<file path="config.mk">
export PLATFORM = sky130hd
export DESIGN_NAME = falling_piece_ctrl
export DESIGN_NICKNAME = d
export VERILOG_FILES = /design/src/rtl/tetris_pkg.sv /design/src/rtl/rotate4x4_cw.sv /design/src/rtl/falling_piece_ctrl.sv
export SDC_FILE = /design/constraint.sdc
export NUM_CORES = 1
export LEC_CHECK = 0
export ABC_AREA = 1
export ABC_CLOCK_PERIOD_IN_PS = 3000
export BUFFER_PORTS_ARGS = -buffer_cell sky130_fd_sc_hd__buf_2
export CAP_MARGIN = 20
export CORE_MARGIN = 4
export CORE_UTILIZATION = 43
export CTS_CLUSTER_SIZE = 8
export DETAILED_ROUTE_END_ITERATION = 7
export PLACE_DENSITY = 0.75
export SLEW_MARGIN = 20
export SYNTH_ARGS = -nofsm -noshare
export SYNTH_HDL_FRONTEND = slang
export SYNTH_SLANG_ARGS = --single-unit
</file>
<file path="constraint.sdc">
create_clock -name Clk -period 3 [get_ports Clk]
set_input_delay 0.15 -clock Clk [delete_from_list [all_inputs] [get_ports Clk]]
set_output_delay 0.15 -clock Clk [all_outputs]
set_load 0.005 [all_outputs]
</file>
<file path="src/rtl/tetris_pkg.sv">
// Shared constants, coordinate widths and enums for the falling-piece controller.
// Latency: none (declarations only).
// Backpressure: none.
package tetris_pkg;

   // HID usage codes for the arrow keys
   localparam logic [7:0] KEY_LEFT  = 8'h50;
   localparam logic [7:0] KEY_RIGHT = 8'h4F;
   localparam logic [7:0] KEY_UP    = 8'h52;
   localparam logic [7:0] KEY_DOWN  = 8'h51;

   // Playfield size; the board block owns the actual bounds checks
   localparam int BOARD_W = 10;
   localparam int BOARD_H = 20;

   // Two's complement box coordinates: x in -3..9, y in -3..19
   localparam int X_W   = 5;
   localparam int Y_W   = 6;
   localparam int CNT_W = 8;

   // Kind of move currently under collision query
   typedef enum logic [1:0] {
      REQ_ROT,
      REQ_LEFT,
      REQ_RIGHT,
      REQ_DOWN
   } req_kind_t;

   typedef enum logic [2:0] {
      ST_IDLE,
      ST_SPAWN,
      ST_SPAWNCHK,
      ST_READY,
      ST_QUERY,
      ST_LANDED
   } state_t;

   // A key event is a change to a non-zero keycode; held keys never repeat
   function automatic logic key_event(input logic [7:0] cur, input logic [7:0] prev);
      return (cur != prev) && (cur != 8'h00);
   endfunction

endpackage

</file>
<file path="src/rtl/rotate4x4_cw.sv">
// Clockwise rotation of a 4x4 bitmap, bit r*4+c is row r, column c.
// Latency: purely combinational.
// Backpressure: none.
module rotate4x4_cw (
   input  logic [15:0] shape_in,
   output logic [15:0] shape_out
);

   // new[r][c] = old[3-c][r]
   always_comb begin
      shape_out = '0;
      for (int r = 0; r < 4; r++) begin
         for (int c = 0; c < 4; c++) begin
            shape_out[r*4+c] = shape_in[(3-c)*4+r];
         end
      end
   end

endmodule

</file>
<file path="src/rtl/falling_piece_ctrl.sv">
// Active tetromino owner: spawn, gravity, player moves, landing lock.
// Latency: one collision query per move; commit on the cycle after query_ack.
// Backpressure: query_req held with a stable candidate until the board acks.
module falling_piece_ctrl
   import tetris_pkg::*;
#(
   parameter int SPAWN_X        = 3,
   parameter int GRAVITY_FRAMES = 30,
   parameter int SOFT_FRAMES    = 3
) (
   input  logic        Clk,
   input  logic        Reset,
   input  logic        frame_tick,
   input  logic [7:0]  keycode,
   input  logic [15:0] blockstate_new,
   input  logic        resetBlocks,
   input  logic        Pause,
   output logic [4:0]  piece_x,
   output logic [5:0]  piece_y,
   output logic [15:0] piece_shape,
   output logic        piece_active,
   output logic        query_req,
   output logic [4:0]  query_x,
   output logic [5:0]  query_y,
   output logic [15:0] query_shape,
   input  logic        query_ack,
   input  logic        query_collide,
   output logic        lock_valid,
   output logic        hitbottom,
   output logic        endgame
);

   localparam logic [CNT_W-1:0] GRAV_LAST = CNT_W'(GRAVITY_FRAMES - 1);
   localparam logic [CNT_W-1:0] SOFT_LAST = CNT_W'(SOFT_FRAMES - 1);
   localparam logic [X_W-1:0]   SPAWN_XV  = X_W'(SPAWN_X);

   state_t state, state_nxt;

   logic [X_W-1:0]   px, qx, cand_x;
   logic [Y_W-1:0]   py, qy, cand_y;
   logic [15:0]      pshape, qshape, cand_shape, rot_shape;
   logic             active_r;
   req_kind_t        qkind, sel_kind;
   logic [CNT_W-1:0] gcount, period_last;
   logic             pend_left, pend_right, pend_rot, pend_down, any_pend;
   logic [7:0]       last_key;
   logic             key_evt;
   logic             req_q, ack_ok;
   logic             lock_r, hit_r, end_r;
   logic             move_en;

   rotate4x4_cw u_rot (
      .shape_in  (pshape),
      .shape_out (rot_shape)
   );

   // An ack only counts once the request has been visible for a full cycle,
   // so a late ack belonging to an abandoned query cannot complete a new one.
   assign ack_ok   = query_ack && query_req && req_q;
   assign key_evt  = key_event(keycode, last_key);
   assign any_pend = pend_rot | pend_left | pend_right | pend_down;
   assign period_last = (keycode == KEY_DOWN) ? SOFT_LAST : GRAV_LAST;
   assign move_en  = (state == ST_READY) || (state == ST_QUERY);

   // Pick the highest-priority pending move and build its candidate
   always_comb begin
      sel_kind   = REQ_DOWN;
      cand_x     = px;
      cand_y     = py;
      cand_shape = pshape;
      if (pend_rot) begin
         sel_kind   = REQ_ROT;
         cand_shape = rot_shape;
      end else if (pend_left) begin
         sel_kind = REQ_LEFT;
         cand_x   = px - X_W'(1);
      end else if (pend_right) begin
         sel_kind = REQ_RIGHT;
         cand_x   = px + X_W'(1);
      end else begin
         sel_kind = REQ_DOWN;
         cand_y   = py + Y_W'(1);
      end
   end

   // State register
   always_ff @(posedge Clk) begin
      if (Reset) state <= ST_IDLE;
      else       state <= state_nxt;
   end

   // Next-state logic; a spawn request overrides everything
   always_comb begin
      state_nxt = state;
      if (resetBlocks) begin
         state_nxt = ST_SPAWN;
      end else begin
         case (state)
            ST_IDLE:     state_nxt = ST_IDLE;
            ST_SPAWN:    state_nxt = ST_SPAWNCHK;
            ST_SPAWNCHK: if (ack_ok) state_nxt = query_collide ? ST_IDLE : ST_READY;
            ST_READY:    if (!Pause && any_pend) state_nxt = ST_QUERY;
            ST_QUERY:    if (ack_ok) state_nxt = (query_collide && qkind == REQ_DOWN) ? ST_LANDED : ST_READY;
            ST_LANDED:   state_nxt = ST_LANDED;
            default:     state_nxt = ST_IDLE;
         endcase
      end
   end

   // Output decode: the query port is live only while checking a spawn or a move
   always_comb begin
      query_req = 1'b0;
      case (state)
         ST_SPAWNCHK, ST_QUERY: query_req = 1'b1;
         default:               query_req = 1'b0;
      endcase
   end

   // Piece, candidate, pending-move and gravity datapath
   always_ff @(posedge Clk) begin
      if (Reset) begin
         px         <= '0;
         py         <= '0;
         pshape     <= '0;
         active_r   <= 1'b0;
         qx         <= '0;
         qy         <= '0;
         qshape     <= '0;
         qkind      <= REQ_ROT;
         gcount     <= '0;
         pend_left  <= 1'b0;
         pend_right <= 1'b0;
         pend_rot   <= 1'b0;
         pend_down  <= 1'b0;
         last_key   <= '0;
         req_q      <= 1'b0;
         lock_r     <= 1'b0;
         hit_r      <= 1'b0;
         end_r      <= 1'b0;
      end else begin
         lock_r   <= 1'b0;
         hit_r    <= 1'b0;
         end_r    <= 1'b0;
         last_key <= keycode;
         req_q    <= query_req && !resetBlocks;

         if (resetBlocks) begin
            active_r   <= 1'b0;
            gcount     <= '0;
            pend_left  <= 1'b0;
            pend_right <= 1'b0;
            pend_rot   <= 1'b0;
            pend_down  <= 1'b0;
         end else begin
            case (state)
               ST_SPAWN: begin
                  px     <= SPAWN_XV;
                  py     <= '0;
                  pshape <= blockstate_new;
                  qx     <= SPAWN_XV;
                  qy     <= '0;
                  qshape <= blockstate_new;
                  gcount <= '0;
               end
               ST_SPAWNCHK: begin
                  if (ack_ok) begin
                     active_r <= !query_collide;
                     end_r    <= query_collide;
                  end
               end
               ST_READY: begin
                  if (!Pause && any_pend) begin
                     qkind  <= sel_kind;
                     qx     <= cand_x;
                     qy     <= cand_y;
                     qshape <= cand_shape;
                  end
               end
               ST_QUERY: begin
                  if (ack_ok) begin
                     if (!query_collide) begin
                        px     <= qx;
                        py     <= qy;
                        pshape <= qshape;
                     end else if (qkind == REQ_DOWN) begin
                        lock_r <= 1'b1;
                        hit_r  <= 1'b1;
                     end
                     case (qkind)
                        REQ_ROT:   pend_rot   <= 1'b0;
                        REQ_LEFT:  pend_left  <= 1'b0;
                        REQ_RIGHT: pend_right <= 1'b0;
                        default:   pend_down  <= 1'b0;
                     endcase
                  end
               end
               default: ;
            endcase

            // New events come after the service clear so a fresh press is never lost
            if (move_en) begin
               if (Pause) begin
                  pend_left  <= 1'b0;
                  pend_right <= 1'b0;
                  pend_rot   <= 1'b0;
                  pend_down  <= 1'b0;
               end else begin
                  if (frame_tick) begin
                     if (gcount >= period_last) begin
                        gcount    <= '0;
                        pend_down <= 1'b1;
                     end else begin
                        gcount <= gcount + CNT_W'(1);
                     end
                  end
                  if (key_evt) begin
                     if (keycode == KEY_LEFT)  pend_left  <= 1'b1;
                     if (keycode == KEY_RIGHT) pend_right <= 1'b1;
                     if (keycode == KEY_UP)    pend_rot   <= 1'b1;
                  end
               end
            end
         end
      end
   end

   assign piece_x      = px;
   assign piece_y      = py;
   assign piece_shape  = pshape;
   assign piece_active = active_r;
   assign query_x      = qx;
   assign query_y      = qy;
   assign query_shape  = qshape;
   assign lock_valid   = lock_r;
   assign hitbottom    = hit_r;
   assign endgame      = end_r;

endmodule
</file>
# Word level (Yosys, flattened, before mapping)
# Index checks and enable logic that the tools add are counted.
# classes
n_addsub	4
order_cmp	1
eq_ne	20
n_mux	68
bitwise	8
n_reduce_logical	25
# ops
cell	n
2-to-1 mux 16 bit	4
case mux 16 bit (2 select lines)	2
2-to-1 mux 8 bit	5
2-to-1 mux 6 bit	6
2-to-1 mux 5 bit	7
equality test 8 x 7 -> 1 bit (second input constant)	4
2-to-1 mux 1 bit	32
case mux 6 bit (2 select lines)	2
case mux 5 bit (2 select lines)	2
case mux 3 bit (5 select lines)	1
2-to-1 mux 3 bit	4
AND reduction 3 bit	4
adder 8 x 1 -> 8 bit (second input constant)	1
greater-or-equal comparator 8 x 5 -> 1 bit	1
!= test 8 bit	1
nonzero test 8 bit	1
adder 6 x 1 -> 6 bit (second input constant)	1
equality test 3 x 2 -> 1 bit (second input constant)	2
equality test 3 bit (second input constant)	2
logical AND 1 bit	6
2-to-1 mux 2 bit	3
!= test 2 bit (second input constant)	3
!= test 3 bit (second input constant)	2
adder 5 x 1 -> 5 bit (second input constant)	1
18 further kinds	29
# totals
regBits	83
inputBits	31
word_cells	145

# Logic depth before layout (Yosys ltp)
# depth
depth_word	11
depth_mapped	13
mapped_depth_nobuf	13

# Modules after synthesis
# Synthesis repeated with hierarchy kept, for this count alone.
# hier_totals
hier_cells	652
area_unflattened_um2	4408.0
# modules_own_cells
module	n_inst	cells_per_inst	area_per_inst_um2
falling_piece_ctrl	1	636	4287.9
rotate4x4_cw	1	16	120.1

# Least setup slack after synthesis
# No wires, ideal clock.
# synth_path
kind	input -> register
start	input keycode[5]
end	register pend_down
setup_time_ps	134
arrival_ps	1307
path_slack_ps	1558
stages	13
n_path_buf	0
path_cell_list	inv_1 nand2_1 nor2_1 nand2_1 ha_1 inv_1 nand4_1 nand2_1 nand2_1 nand2_1 nand2_1 nand2_1 a21oi_1
# synth_via
elab_chain_cells	7
# synth_lines
element	line	text
start, declared	falling_piece_ctrl.sv:14	input logic [7:0] keycode,
equality test 8 x 7 -> 1 bit	falling_piece_ctrl.sv:62	assign period_last = (keycode == KEY_DOWN) ? SOFT_LAST : GRAV_LAST;
2-to-1 mux 5 bit	falling_piece_ctrl.sv:62	
greater-or-equal comparator 8 x 5 -> 1 bit	falling_piece_ctrl.sv:209	if (gcount >= period_last) begin
2-to-1 mux 1 bit	falling_piece_ctrl.sv:209	
2-to-1 mux 1 bit	falling_piece_ctrl.sv:208	if (frame_tick) begin
2-to-1 mux 1 bit	falling_piece_ctrl.sv:202	if (Pause) begin
2-to-1 mux 1 bit	falling_piece_ctrl.sv:201	if (move_en) begin
end signal, assigned	falling_piece_ctrl.sv:193	default: pend_down <= 1'b0;
end signal, assigned	falling_piece_ctrl.sv:206	pend_down <= 1'b0;
end signal, assigned	falling_piece_ctrl.sv:211	pend_down <= 1'b1;
end, declared	falling_piece_ctrl.sv:45	logic pend_left, pend_right, pend_rot, pend_down, any_pend;
# No other way between the ends.
# A chain may end at the register's enable or synchronous reset.

# Worst setup path after layout
# layout_path
start	register state[1]
end	register pshape[8], in the netlist piece_shape[8]
# layout_via
elab_chain_cells	7
word_cells_on_any_way	12
cone_classes	eq/ne: 5; mux: 2; reduce/logical: 5
# layout_lines
element	line	text
start, declared	falling_piece_ctrl.sv:37	state_t state, state_nxt;
start signal, assigned	falling_piece_ctrl.sv:89	else state <= state_nxt;
equality test 3 bit or equality test 3 x 2 -> 1 bit (tied branches)	falling_piece_ctrl.sv:113, falling_piece_ctrl.sv:155	
OR reduction 2 bit	falling_piece_ctrl.sv:113	case (state)
2-to-1 mux 1 bit	falling_piece_ctrl.sv:113	
logical AND 1 bit (2 in a row)	falling_piece_ctrl.sv:59	assign ack_ok = query_ack && query_req && req_q;
!= test 2 bit (no line)	n/a	
AND reduction 4 bit (no line)	n/a	
end signal, assigned	falling_piece_ctrl.sv:159	pshape <= blockstate_new;
end signal, assigned	falling_piece_ctrl.sv:184	pshape <= qshape;
end, declared	falling_piece_ctrl.sv:41	logic [15:0] pshape, qshape, cand_shape, rot_shape;
# Parallel ways exist; a longest one is shown, timed or not.

==> impl_metrics.csv <==
group,metric,value,unit
floorplan,die-area,11600,um2
yosys,synth_nets,668,
floorplan,core_area,9730,um2
yosys,synthAdderAreaFrac,0.0176,
layout,multiInputGateArea,2160,um2
timing,skew,7.86,ps
yosys,synth_top_family_by_area,"simple AND/OR/NAND/NOR gates",
setup_path,worstSetupPathType,"register to register",
setup_path,path_cells,"inv_2 > nand2_2 > nor2_4 > inv_2 > nand2_1 > nand2_4 > o21ai_0 > a21oi_1",
routing,drc,0,
clock_tree,hold_buffers,0,
floorplan,die_w,108,um
clock_tree,cts_sinks,83,
timing,finalSetupViolations,0,
floorplan,io_pins,90,
clock_tree,worstSkewPairLatency,350,ps
setup_path,crit_arrival,2200,ps
yosys,synthArstFlopShare,0,
layout,final_nets,744,
yosys,synth_compound_area_frac,0.187,
timing,whs,50.2,ps
placed_design,io_buffers,89,
job,drv_cap,0,
setup_path,worst_r2r_endpoint,"piece_shape[8]",
layout,drive_above_1_share,0.181,
routing,antenna_left,0,
floorplan,placementRows,36,
timing,tightest_slew,902,ps
routing,wire_per_inst,12.8,um
clock_tree,cts_resized,0,
routing,viasPerCell,5.14,
timing,fin_ws,1070,ps
yosys,ys_types,35,
layout,syn_to_final_growth,16.0,%
setup_path,critPathBufInv,2,
pwr,vdd_drop_max,0.242,mV
clock_tree,htreeDepth,3,
timing,timing.setup.tns,0,ps
setup_path,critPathSlowestCell,"inv_2",
yosys,synth_top_flop_cell,"dfxtp_1",
pwr,power.leakage,2.24,nW
yosys,synth_edf_count,0,
global_routing,first_global_vias,3856,
clock_tree,clock-root-buffer,"clkbuf_8",
layout,area.sequential,1660,um2
yosys,syn_area,4270,um2
global_routing,grt_pass1_wl,17600,um
clock_tree,postCtsSetupRepairBufs,0,
floorplan,start_util,0.439,
floorplan,die_y,108,um
setup_path,crit_family,"simple AND/OR/NAND/NOR gates",
setup_path,r2r_slack,1070,ps
setup_path,worstPathMaxFanout,43,
yosys,yosys.area_share.simple,0.273,
yosys,synthCells,631,
timing,rsz0062_at_grt,"no",
setup_path,r2r_start,"state[1]",
clock_tree,cts_buffers,9,
timing,finalHoldViolations,0,
clock_tree,clock_path_buffers,2,
placed_design,hpwl,7910,um
global_routing,grt_usage,0.186,
hold_path,min_to,"last_key[6]",
pwr,power,2.32,mW
routing,drt_iter0_drc,269,
yosys,synth_xor_area_frac,0.0266,
layout,n_antenna_cell,0,
placed_design,place_ws,1110,ps
outcome,status,"finished clean",
global_routing,grt-ovfl-total,0,
timing,slew_headroom,0.398,
yosys,synth_mux_area_frac,0.00263,
routing,dr.pass1.iters,5,
clock_tree,clk_pin_slew,80,ps
yosys,ys.warnings.count,0,
yosys,postSynthAreaPerCell,6.77,um2
hold_path,worstHoldPathCells,3,
layout,fill_cells,1003,
routing,dr_total_vias,4347,
pwr,powerDensity,468,nW/um2
setup_path,startpoint_type,"register",
hold_path,min-delay-start,"keycode[6]",
routing,routed_wl,10800,um
yosys,yosysSeqAreaShare,0.389,
global_routing,grt_max_degree,44,
setup_path,r2r_cells,8,
clock_tree,cts_tree,"done",
placed_design,gp_congestion,0.860,
setup_path,slowest_delay,400,ps
timing,drv_slew,0,
hold_path,min_path_type,"input pin to register",
timing,min_period,1930,ps
timing,fmax,519,MHz
setup_path,cpMostUsedCell,"inv_2",
setup_path,critical_path_required,3280,ps
yosys,ys_ff_latch,83,
setup_path,endpoint_kind,"register",
timing,period_share,0.642,
global_routing,antenna_found_initial,0,
[per-stage QoR]
step / utilization / area (um2) / cells
global route: 0.510 / 4960 / 845
CTS: 0.510 / 4960 / 845
finish: 0.510 / 4960 / 845
detailed placement: 0.486 / 4730 / 829
floorplan: - / 4270 / 631
global placement: 0.486 / 4730 / 829
[tightest hold or removal path: stages]
cell and delay (ps):
buf_2 130, inv_1 50, nor2_1 30
[cells by family after synthesis]
group                    after synthesis
adder cells (fa/ha/maj)                6
buffers and inverters                100
XOR/XNOR                              13
AO/OA/AOI/OAI                        156
AND/OR/NAND/NOR                      272
multiplexers                           1
flip-flops                            83
[how the worst max path moves through the flow]
stage	from	to	slack, ps	depth (start not counted)
2_1_floorplan	keycode[5]	pend_down	1560	13
3_3_place_gp	state[1]	piece_shape[1]	1200	9
3_5_place_dp	state[1]	piece_shape[5]	1110	9
4_1_cts	state[1]	piece_shape[7]	1090	9
5_1_grt	state[1]	piece_shape[3]	810	9
6_report	state[1]	piece_shape[8]	1070	8
[registers in the layout, summed over array words and instances (netlist names), 3 cells and up]
register / flops
piece_shape: 16
last_key: 8
piece_y: 6
query_shape: 16
query_x: 5
state: 3
gcount: 8
piece_x: 5
query_y: 6
[cell type report]
cell class	count	share of cell area
Tap cell	133	0.0336
Inverter	74	0.0565
Timing Repair Buffer	91	0.0928
Clock buffer	10	0.0277
Sequential cell	83	0.335
Clock inverter	6	0.0179
Multi-Input combinational cell	448	0.436
[layout by cell type, fill, tap and decap left out, types with 2 or more instances in the layout]
cell          n
o21ai_0      70
xor2_1        8
or2_2         2
dfxtp_1      83
o21ai_1       7
clkinvlp_4    2
nand4_1       7
nand3_1      20
o211ai_1      2
clkbuf_8     10
bufinv_16     2
a21oi_1      72
nor3_1        7
nand2_4       3
inv_1        68
o31ai_1       3
xnor2_1       5
nand2_2       3
buf_2        89
ha_1          6
clkinv_1      2
nor2_1       38
buf_4         2
inv_2         3
nand2_1     181
nor2_2        5
[synthesized netlist by cell type, drive strengths merged, types with 2 or more instances]
| library cell | number | share of area |
|---|---|---|
| dfxtp | 83 | 0.39 |
| nand4 | 7 | 0.010 |
| inv | 72 | 0.064 |
| nor2 | 45 | 0.048 |
| nand3 | 21 | 0.028 |
| ha | 6 | 0.018 |
| o21ai | 78 | 0.092 |
| xnor2 | 5 | 0.010 |
| o211ai | 2 | 0.0035 |
| buf | 16 | 0.030 |
| a21oi | 72 | 0.084 |
| nor3 | 7 | 0.0082 |
| clkinv | 2 | 0.0018 |
| xor2 | 8 | 0.016 |
| clkbuf | 10 | 0.0088 |
| o31ai | 3 | 0.0053 |
| nand2 | 187 | 0.17 |
| or2 | 2 | 0.0029 |
[report_power, final]
part / leakage (nW) / total [mW] / switching, mW / internal [mW]
clock network: 0.108 / 0.907 / 0.415 / 0.491
logic: 1.46 / 0.243 / 0.151 / 0.0918
registers: 0.676 / 1.17 / 0.0294 / 1.14
total: 2.24 / 2.32 / 0.596 / 1.72
[routing by layer]
metal | global-route usage | share of wire | routed length (um) | up-vias
met5 | 0 | 0 | 0 | -
met4 | 0.0667 | 0.015 | 157 | 0
met3 | 0.0378 | 0.062 | 664 | 11
met2 | 0.307 | 0.47 | 5100 | 134
met1 | 0.239 | 0.45 | 4860 | 2025
li1 | - | - | - | 2177
No activity file was read; power rests on OpenSTA's default activity.
